### config.mk
export PLATFORM = sky130hd
export DESIGN_NAME = exdata_cnt_bank
export DESIGN_NICKNAME = d
export VERILOG_FILES = /design/src/rtl/exdata_cnt_pkg.sv /design/src/rtl/exdata_cnt_ch.sv /design/src/rtl/exdata_cnt_bank.sv
export SDC_FILE = /design/constraint.sdc
export NUM_CORES = 1
export LEC_CHECK = 0
export ABC_AREA = 0
export BUFFER_PORTS_ARGS = -buffer_cell sky130_fd_sc_hd__buf_2
export CORE_MARGIN = 2
export CORE_UTILIZATION = 47
export CTS_CLUSTER_DIAMETER = 150
export CTS_CLUSTER_SIZE = 12
export DETAILED_ROUTE_END_ITERATION = 16
export PLACE_DENSITY = 0.67
export SKIP_CTS_REPAIR_TIMING = 1
export SLEW_MARGIN = 5
export SYNTH_ARGS = -nofsm -noshare
export SYNTH_HDL_FRONTEND = slang
export SYNTH_HIERARCHICAL = 1
export SYNTH_SLANG_ARGS = --single-unit
### constraint.sdc
create_clock -name clk -period 7.37 [get_ports clk]
set_clock_uncertainty 0.1 [all_clocks]
set_input_delay 0.737 -clock clk [delete_from_list [all_inputs] [get_ports clk]]
set_output_delay 0.737 -clock clk [all_outputs]
set_load 0.01 [all_outputs]
### src/rtl/exdata_cnt_pkg.sv
// Shared definitions for the exdata multi-channel counter bank.
// Contents:
//   SPILL_CNT_W  width of the spill counter
//   N_CH_DEF     default channel count
//   CNT_W_DEF    default counter/snapshot width
//   edge_t       classification of the live gate in the current cycle
//   classify_edge  maps (live, pre_live) onto edge_t
package exdata_cnt_pkg;

    localparam int SPILL_CNT_W = 16;
    localparam int N_CH_DEF    = 4;
    localparam int CNT_W_DEF   = 32;

    typedef enum logic [1:0] {
        EDGE_NONE = 2'd0,
        EDGE_RISE = 2'd1,
        EDGE_FALL = 2'd2
    } edge_t;

    function automatic edge_t classify_edge(input logic live, input logic pre_live);
        if (live && !pre_live) begin
            return EDGE_RISE;
        end
        if (!live && pre_live) begin
            return EDGE_FALL;
        end
        return EDGE_NONE;
    endfunction

endpackage

### src/rtl/exdata_cnt_ch.sv
// One channel of the exdata counter bank: live counter, sticky overflow
// flag and end-of-spill snapshot register.
// Build option: EXDATA_CNT_SAT_EN defined -> counter saturates at all-ones,
// otherwise it wraps to zero. The overflow flag is set in both builds.
// Ports:
//   clk        system clock
//   rst        asynchronous active-high reset
//   edge_kind  live gate edge in this cycle (from the bank top)
//   live       spill gate level
//   in_bit     count enable for this channel
//   cnt        current counter value
//   ovf        overflow seen during the current spill
//   snap       counter value frozen at the last spill end
module exdata_cnt_ch
    import exdata_cnt_pkg::*;
#(
    parameter int CNT_W = CNT_W_DEF
) (
    input  logic             clk,
    input  logic             rst,
    input  edge_t            edge_kind,
    input  logic             live,
    input  logic             in_bit,
    output logic [CNT_W-1:0] cnt,
    output logic             ovf,
    output logic [CNT_W-1:0] snap
);

    logic [CNT_W-1:0] cnt_reg;
    logic             ovf_reg;
    logic [CNT_W-1:0] snap_reg;

    always_ff @(posedge clk or posedge rst) begin
        if (rst) begin
            cnt_reg  <= '0;
            ovf_reg  <= 1'b0;
            snap_reg <= '0;
        end else begin
            if (edge_kind == EDGE_RISE) begin
                // Spill start: clear and count the first pulse in the same cycle.
                cnt_reg <= {{(CNT_W-1){1'b0}}, in_bit};
                ovf_reg <= 1'b0;
            end else if (live && in_bit) begin
                if (&cnt_reg) begin
                    ovf_reg <= 1'b1;
`ifdef EXDATA_CNT_SAT_EN
                    cnt_reg <= cnt_reg;
`else
                    cnt_reg <= '0;
`endif
                end else begin
                    cnt_reg <= cnt_reg + 1'b1;
                end
            end
            // On the fall cycle live is already 0, so cnt_reg is stable here.
            if (edge_kind == EDGE_FALL) begin
                snap_reg <= cnt_reg;
            end
        end
    end

    assign cnt  = cnt_reg;
    assign ovf  = ovf_reg;
    assign snap = snap_reg;

endmodule

### src/rtl/exdata_cnt_bank.sv
// Multi-channel per-spill event counter bank.
// Counts in[i] pulses while live is high, clears all channels at spill
// start (live rising edge) and freezes a per-channel snapshot at spill end
// (live falling edge). Snapshots are read back by channel index.
// Build option: EXDATA_CNT_SAT_EN (saturating counters; default wraps).
// Ports:
//   clk, rst    clock, asynchronous active-high reset
//   in          per-channel count enables
//   live        spill gate (level)
//   cnt         live counters, channel i at [i*CNT_W +: CNT_W]
//   snap_valid  one-cycle pulse after a snapshot update
//   spill_cnt   number of spill starts since reset (wraps)
//   ovf         per-channel overflow flags for the current spill
//   rd_sel      snapshot channel select
//   rd_data     registered snapshot of channel rd_sel (0 if out of range)
module exdata_cnt_bank
    import exdata_cnt_pkg::*;
#(
    parameter  int N_CH  = N_CH_DEF,
    parameter  int CNT_W = CNT_W_DEF,
    localparam int SEL_W = (N_CH > 1) ? $clog2(N_CH) : 1
) (
    input  logic                   clk,
    input  logic                   rst,
    input  logic [N_CH-1:0]        in,
    input  logic                   live,
    output logic [N_CH*CNT_W-1:0]  cnt,
    output logic                   snap_valid,
    output logic [SPILL_CNT_W-1:0] spill_cnt,
    output logic [N_CH-1:0]        ovf,
    input  logic [SEL_W-1:0]       rd_sel,
    output logic [CNT_W-1:0]       rd_data
);

    logic                   pre_live_reg;
    edge_t                  edge_kind;
    logic                   rd_in_range;
    logic [CNT_W-1:0]       cnt_arr  [N_CH];
    logic [CNT_W-1:0]       snap_arr [N_CH];
    logic [SPILL_CNT_W-1:0] spill_cnt_reg;
    logic                   snap_valid_reg;
    logic [CNT_W-1:0]       rd_data_reg;

    assign edge_kind   = classify_edge(live, pre_live_reg);
    assign rd_in_range = (32'(rd_sel) < 32'(N_CH));

    for (genvar gi = 0; gi < N_CH; gi++) begin : g_ch
        exdata_cnt_ch #(
            .CNT_W (CNT_W)
        ) u_ch (
            .clk       (clk),
            .rst       (rst),
            .edge_kind (edge_kind),
            .live      (live),
            .in_bit    (in[gi]),
            .cnt       (cnt_arr[gi]),
            .ovf       (ovf[gi]),
            .snap      (snap_arr[gi])
        );
        assign cnt[gi*CNT_W +: CNT_W] = cnt_arr[gi];
    end

    always_ff @(posedge clk or posedge rst) begin
        if (rst) begin
            pre_live_reg   <= 1'b0;
            spill_cnt_reg  <= '0;
            snap_valid_reg <= 1'b0;
            rd_data_reg    <= '0;
        end else begin
            pre_live_reg   <= live;
            snap_valid_reg <= (edge_kind == EDGE_FALL);
            if (edge_kind == EDGE_RISE) begin
                spill_cnt_reg <= spill_cnt_reg + 1'b1;
            end
            // On the fall cycle the snapshot is being written from cnt, so
            // read the counter directly; rd_data then matches the new
            // snapshot in the same cycle snap_valid is asserted.
            if (!rd_in_range) begin
                rd_data_reg <= '0;
            end else if (edge_kind == EDGE_FALL) begin
                rd_data_reg <= cnt_arr[rd_sel];
            end else begin
                rd_data_reg <= snap_arr[rd_sel];
            end
        end
    end

    assign spill_cnt  = spill_cnt_reg;
    assign snap_valid = snap_valid_reg;
    assign rd_data    = rd_data_reg;

endmodule
==> flow_summary.ini, run 1 <==
[outcome]
status = complete, no violations

[floorplanning]
ioPinCount = 190
core_um2 = 32500
rows = 66
die-area_um2 = 34300
start_util = 0.476
die_w_um = 185
fp.dieH_um = 185

[sta]
setup_viol_count_final = 0
hold_viol = 0
slew_headroom = 0.280
clock.fmax_ghz = 0.302
final_max_slew_viol_count = 0
worst_slew_pin_slew_ps = 1080
finalSetupTns_ps = 0
finalCritPeriodShare = 0.449
min_period_ps = 3310
rsz0062_at_grt = false

[synthesis]
yosys_register_bits = 310
syn_area_per_cell_um2 = 12.5
synth_flop_cell = dfrtp_1
async_flop_share = 1.00
synth.most_common_cell = dfrtp_1
synthTopCellsByArea = dfrtp_1 50%, mux2_2 11%, mux4_2 8.8%
syn_nets = 1253
synth_cells = 1239
yosysSeqAreaShare = 0.502
ys_top_cells_by_count = 310 x dfrtp_1, 157 x mux2_2, 149 x nor2_1, 73 x nand2_1, 70 x xor2_1
synth_edf_count = 0
yosys_warnings = 6
syn-cell-area_um2 = 15400
synth_area_leader_cell = dfrtp_1
synth_top_area_frac = 0.502
synth_cell_types = 47

[hold_path]
hold_path_class = in2async

[power_and_ir_drop]
p_leak_nw = 8.36
swShare = 0.253
cellPowerDensity_nw_per_um2 = 200
sequentialPowerShare = 0.532
vdd_drop_max_v = 0.000179
internal_power_mw = 2.60
power_frac_comb = 0.096
pwr-share-clk = 0.372
p_switching_mw = 0.883

[clock_tree]
htree_levels = 1
cts_buffers = 29
clockBufferDepth = 3
clock_tree.root_cell = clkbuf_16
clk_latency_ps = 550
cts.sinks = 310
path_clk_slew_ps = 60
cts_tree = yes

[routing]
drt_wl_total_mm = 43.5
routed_via_density = 5.97
wl_per_cell_um = 23.3
drt_first_pass_iters = 5
drc = 0
drtAntennaViolNets = 0
drt_iter0_markers = 749
vias = 11100

[worst_setup_path]
start_kind = input pin
worst-setup-path-type = in2reg
crit_path_end_kind = flip-flop
required_ps = 7740
arrival_ps = 3680
critPathMaxFanout = 33

[grt]
antenna_found_initial = 2
grt_pass1_vias = 11100
grt_max_degree = 66
overflow = 0
track_usage = 0.259
grt_pass1_wl_mm = 66.9

[final_layout]
n_antenna_cell = 0
area.growth.synth_to_final_pct = 13.0
fillCellCount = 2867
nNetsFinal = 1439
finalNonFillerCells = 1866
layout-drive-gt1-share = 0.346

[job]
maxCapViolCount = 0

[placed_design]
place_inst = 1836
hpwl_mm = 30.9
io_buffers = 189
gp_congestion = 0.948
[cell type report]
class	instances	area [µm²]	area share
repair buffers	205	1070	0.0612
multi-input cells	868	7290	0.418
well taps	442	553	0.0317
flip-flops and latches	310	7760	0.445
inverters	11	41.3	0.00237
clock buffers	30	739	0.0424
[worst paths after layout]
check | slack [ps] | end | cells after the start | from
setup / recovery | 4060 | g_ch[3].u_ch/cnt[30]$_DFFE_PP0P_ | 9 | live
hold / removal | 80 | rd_data[31]$_DFF_PP0_ | 2 | rst
setup reg to reg | 4210 | g_ch[3].u_ch/cnt[30]$_DFFE_PP0P_ | 8 | pre_live_reg$_DFF_PP0_
hold reg to reg | 360 | spill_cnt[15]$_DFFE_PP0N_ | 1 | spill_cnt[15]$_DFFE_PP0N_
max in group asynchronous | 6070 | g_ch[1].u_ch/snap[9]$_DFFE_PP0N_ | 3 | rst
min in group clk | 350 | g_ch[0].u_ch/cnt[0]$_DFFE_PP0P_ | 2 | in[0]
[cells by family (layout without fill, tap and decap cells)]
kind of cell	after synthesis	in the layout	synth area share
compound gates	72	72	0.0363
xor+xnor	119	119	0.0675
fa+ha+maj	5	5	0.00405
buf+inv	61	246	0.0258
flops	310	310	0.502
mux	225	225	0.213
simple gates	447	447	0.151
[worst max-delay path, cell delays in order]
cell and delay, ps:
buf_2 250, nand2b_2 170, buf_4 500, inv_1 380, nand2b_1 360, a211oi_2 440
nand4_1 290, or3_1 390, a21oi_1 150
[stage by stage]
step | area [µm²] | total power [mW] | util | setup slack (ps) | hold slack (ps)
2_1_floorplan | 15400 | 2.09 | - | 4360 | 374
3_3_place_gp | 16700 | 2.21 | 0.515 | 3630 | 362
3_5_place_dp | 16700 | 2.22 | 0.515 | 3520 | 366
4_1_cts | 17400 | 3.52 | 0.538 | 4130 | 80.4
5_1_grt | 17400 | 3.63 | 0.538 | 3860 | 103
6_report | 17400 | 3.49 | 0.538 | 4060 | 84.4
[cell usage in the layout, fill, tap and decap left out, drive strengths merged, types with 5 or more instances in the layout]
master  netlist  layout
inv          11      11
xor2         70      70
o31ai         8       8
nand4        69      69
nand3        36      36
buf          36     205
or4          12      12
or2           8       8
or3           8       8
nor2        149     149
nor2b         5       5
dfrtp       310     310
mux4         64      64
nor4         16      16
nor3         26      26
and4         10      10
and3         18      18
ha            5       5
clkbuf       14      30
mux2        161     161
nand2        73      73
xnor2        49      49
a21oi        24      24
nand2b       10      10
[layer usage]
metal	up-vias	track usage	share of wire
met1	5759	0.363	0.43
met3	69	0.0490	0.080
li1	4907	-	-
met4	0	0.0667	0.023
met2	406	0.415	0.47
met5	-	0	0
[power by group through the flow]
| stage | registers [mW] | logic (mW) | clock network, mW |
|---|---|---|---|
| after detailed placement | 1.88 | 0.338 | 0 |
| after global placement | 1.88 | 0.330 | 0 |
| after CTS | 1.85 | 0.339 | 1.33 |
| after global routing | 1.86 | 0.369 | 1.40 |
| final | 1.85 | 0.334 | 1.30 |
| after floorplan | 1.87 | 0.222 | 0 |
Note: power is estimated with default switching activity, not from simulation.
==> run 2: changes to the inputs <==
--- a/config.mk
+++ b/config.mk
@@ -5,14 +5,14 @@
 export SDC_FILE = /design/constraint.sdc
 export NUM_CORES = 1
 export LEC_CHECK = 0
-export ABC_AREA = 0
+export ABC_AREA = 1
 export BUFFER_PORTS_ARGS = -buffer_cell sky130_fd_sc_hd__buf_2
 export CORE_MARGIN = 2
 export CORE_UTILIZATION = 47
 export CTS_CLUSTER_DIAMETER = 150
 export CTS_CLUSTER_SIZE = 12
 export DETAILED_ROUTE_END_ITERATION = 16
-export PLACE_DENSITY = 0.67
+export PLACE_DENSITY = 0.69
 export SKIP_CTS_REPAIR_TIMING = 1
 export SLEW_MARGIN = 5
 export SYNTH_ARGS = -nofsm -noshare
==> constraint.sdc (replaced) <==
create_clock -name clk -period 3 [get_ports clk]
set_clock_uncertainty 0.1 [all_clocks]
set_input_delay 0.3 -clock clk [delete_from_list [all_inputs] [get_ports clk]]
set_output_delay 0.3 -clock clk [all_outputs]
set_load 0.01 [all_outputs]
==> run 2 against run 1 <==
Against the previous run:
- the flow now finishes with violations (hold timing)
- sequential share of layout area fell by 4.1 points
- clock-buffer cell count unchanged
- design area grew 10%
- final cell count is 54% higher
- first-iteration DRC count is 120% higher
- clock power rose to 2.5 times the previous value
- die area increased by 10%
- largest power group unchanged
==> flow_summary.ini, run 2 <==
[worst_setup_path]
crit_path_frequent_cell = nand2_2
arrival_ps = 2530
crit_slowest_cell = dfrtp_1
crit_path_end_kind = flip-flop
critPathMaxFanout = 17
critPathTopFamily = simple AND/OR/NAND/NOR gates
cp_cell_sequence = ha_1, inv_1, nor2_4, nand2_2, nor2_4, nand2_2, nand2_2, nand2_4, inv_4, a21oi_1
path_buf_inv = 2
required_ps = 3340
start_kind = flip-flop
worst-setup-path-type = reg2reg
max_stage_delay_ps = 550

[power_and_ir_drop]
p_leak_nw = 9.23
vdd_drop_max_v = 0.000389
cellPowerDensity_nw_per_um2 = 501

[synthesis]
ys_top_cells_by_count = 537 x nand2_1, 411 x nor2_1, 310 x dfrtp_1, 224 x o21ai_0, 171 x inv_1
synthMuxAreaShare = 0.0323
async_flop_share = 1.00
synth_simple_gate_area_share = 0.316
synth_top_area_frac = 0.454
yosysSeqAreaShare = 0.454
synth_area_leader_cell = dfrtp_1
synth_flop_cell = dfrtp_1
syn_nets = 2250
yosys_warnings = 6
synth_edf_count = 0
synth_top_family_by_area = simple AND/OR/NAND/NOR gates
syn_area_per_cell_um2 = 7.64
synthAdderAreaFrac = 0.00366
synth_cells = 2236
yosys_register_bits = 310
synth_cell_types = 31
synthTopCellsByArea = dfrtp_1 45%, nand2_1 12%, nor2_1 9.0%
synth-compound-area-share = 0.0963
synth_xor_area_frac = 0.0266
syn-cell-area_um2 = 17100
synth.most_common_cell = nand2_1

[clock_tree]
path_clk_slew_ps = 70
cts_buffers = 29
cts_tree = yes
clockBufferDepth = 3
clk_latency_ps = 570
htree_levels = 1
cts.sinks = 310
clock_tree.root_cell = clkbuf_16

[final_layout]
layout-drive-gt1-share = 0.186
finalNonFillerCells = 2876
final_common_cell = nand2_1
final_util = 0.540
nNetsFinal = 2429
layout_common_cells = 537 x nand2_1, 410 x nor2_1, 310 x dfrtp_1
fillCellCount = 3421
area.growth.synth_to_final_pct = 12.6
n_antenna_cell = 0

[grt]
track_usage = 0.300
grt_max_degree = 129
grt_pass1_vias = 15200
overflow = 0
grt_pass1_wl_mm = 88.3
antenna_found_initial = 0

[placed_design]
place_inst = 2841
io_buffers = 189
hpwl_mm = 42.5
gp_congestion = 0.959

[sta]
hold_viol = 1
min_period_ps = 2190
worst_slew_pin_slew_ps = 912
rsz0062_at_grt = false
finalSetupTns_ps = 0
slew_headroom = 0.392
finalCritPeriodShare = 0.731
hold_slack_ps = -40.0
setup_viol_count_final = 0
final_max_slew_viol_count = 0
clock.fmax_ghz = 0.456

[floorplanning]
ioPinCount = 190
rows = 69
die_w_um = 195
fp.dieH_um = 195
die-area_um2 = 37900
core_um2 = 35700
start_util = 0.479

[routing]
routed_via_density = 5.58
drt_iter0_markers = 1685
wl_per_cell_um = 19.9
drc = 0
drtAntennaViolNets = 0
vias = 16100
drt_first_pass_iters = 6
drt_wl_total_mm = 57.2

[outcome]
status = complete, but fails checks
violations = hold timing

[job]
maxCapViolCount = 0

[hold_path]
hold_path_class = in2reg
run 2: cell count changes after synthesis, sizes merged, moves of 43 or more:
cell   before  now
o21ai       4  288
mux4       64    0
nor2      149  488
inv        11  179
mux2      161   49
nand2      73  581
nand3      36   79
run 2: routing by layer:
layer | up-vias | track usage | part of all wire | wire, µm
met1 | 7697 | 0.415 | 0.42 | 24100
met2 | 727 | 0.474 | 0.46 | 26100
li1 | 7516 | - | - | -
met3 | 117 | 0.0470 | 0.082 | 4710
met5 | - | 0 | 0 | 0
met4 | 0 | 0.116 | 0.041 | 2350
run 2: metrics by stage:
stage | total power [mW] | setup WS (ps) | hold slack (ps) | cell area [µm²]
after detailed placement | 6.45 | 851 | 162 | 18500
after global placement | 6.42 | 859 | 163 | 18500
after floorplan | 5.79 | 974 | 231 | 17100
final | 9.65 | 806 | -40.0 | 19200
after global routing | 10.0 | 654 | 7.58 | 19200
after CTS | 9.69 | 833 | -439 | 19200
run 2: final timing paths:
check                                            startpoint                          endpoint  slack [ps]  cells past startpoint
max                         g_ch[1].u_ch/cnt[0]$_DFFE_PP0P_   g_ch[1].u_ch/cnt[2]$_DFFE_PP0P_         810                     10
min                                                   in[1]   g_ch[1].u_ch/cnt[1]$_DFFE_PP0P_         -40                      3
max reg2reg                 g_ch[1].u_ch/cnt[0]$_DFFE_PP0P_   g_ch[1].u_ch/cnt[2]$_DFFE_PP0P_         810                     10
min reg2reg                g_ch[1].u_ch/snap[9]$_DFFE_PP0N_  g_ch[1].u_ch/snap[9]$_DFFE_PP0N_         380                      2
max in group asynchronous                               rst  g_ch[1].u_ch/cnt[18]$_DFFE_PP0P_        1650                      4
min in group asynchronous                               rst  g_ch[2].u_ch/snap[4]$_DFFE_PP0N_         150                      3
run 2: worst min-delay path, cell delays in order:
cell and delay (ps):
buf_2 130, nand3_1 80, o22ai_1 70
run 2: layout make-up:
| type | instances | area (µm²) | area share |
|---|---|---|---|
| flip-flops and latches | 310 | 7760 | 0.403 |
| repair buffers | 229 | 1350 | 0.0701 |
| multi-input cells | 1666 | 8130 | 0.422 |
| clock buffers | 30 | 739 | 0.0384 |
| clock inverters | 1 | 8.76 | 0.000455 |
| inverters | 179 | 683 | 0.0355 |
| well taps | 461 | 577 | 0.0300 |
run 2: where the power goes:
part,internal [mW],switching [mW],leakage [nW]
combinational,0.517,0.960,4.65
sequential,4.53,0.393,4.20
clock,1.72,1.53,0.369
run 2: cell families (layout without fill, tap and decap cells):
family,count (synthesis),count (layout)
AO/OA/AOI/OAI,324,324
XOR/XNOR,52,52
adder cells (fa/ha/maj),5,5
buffers and inverters,260,439
flip-flops,310,310
multiplexers,49,49
AND/OR/NAND/NOR,1236,1236
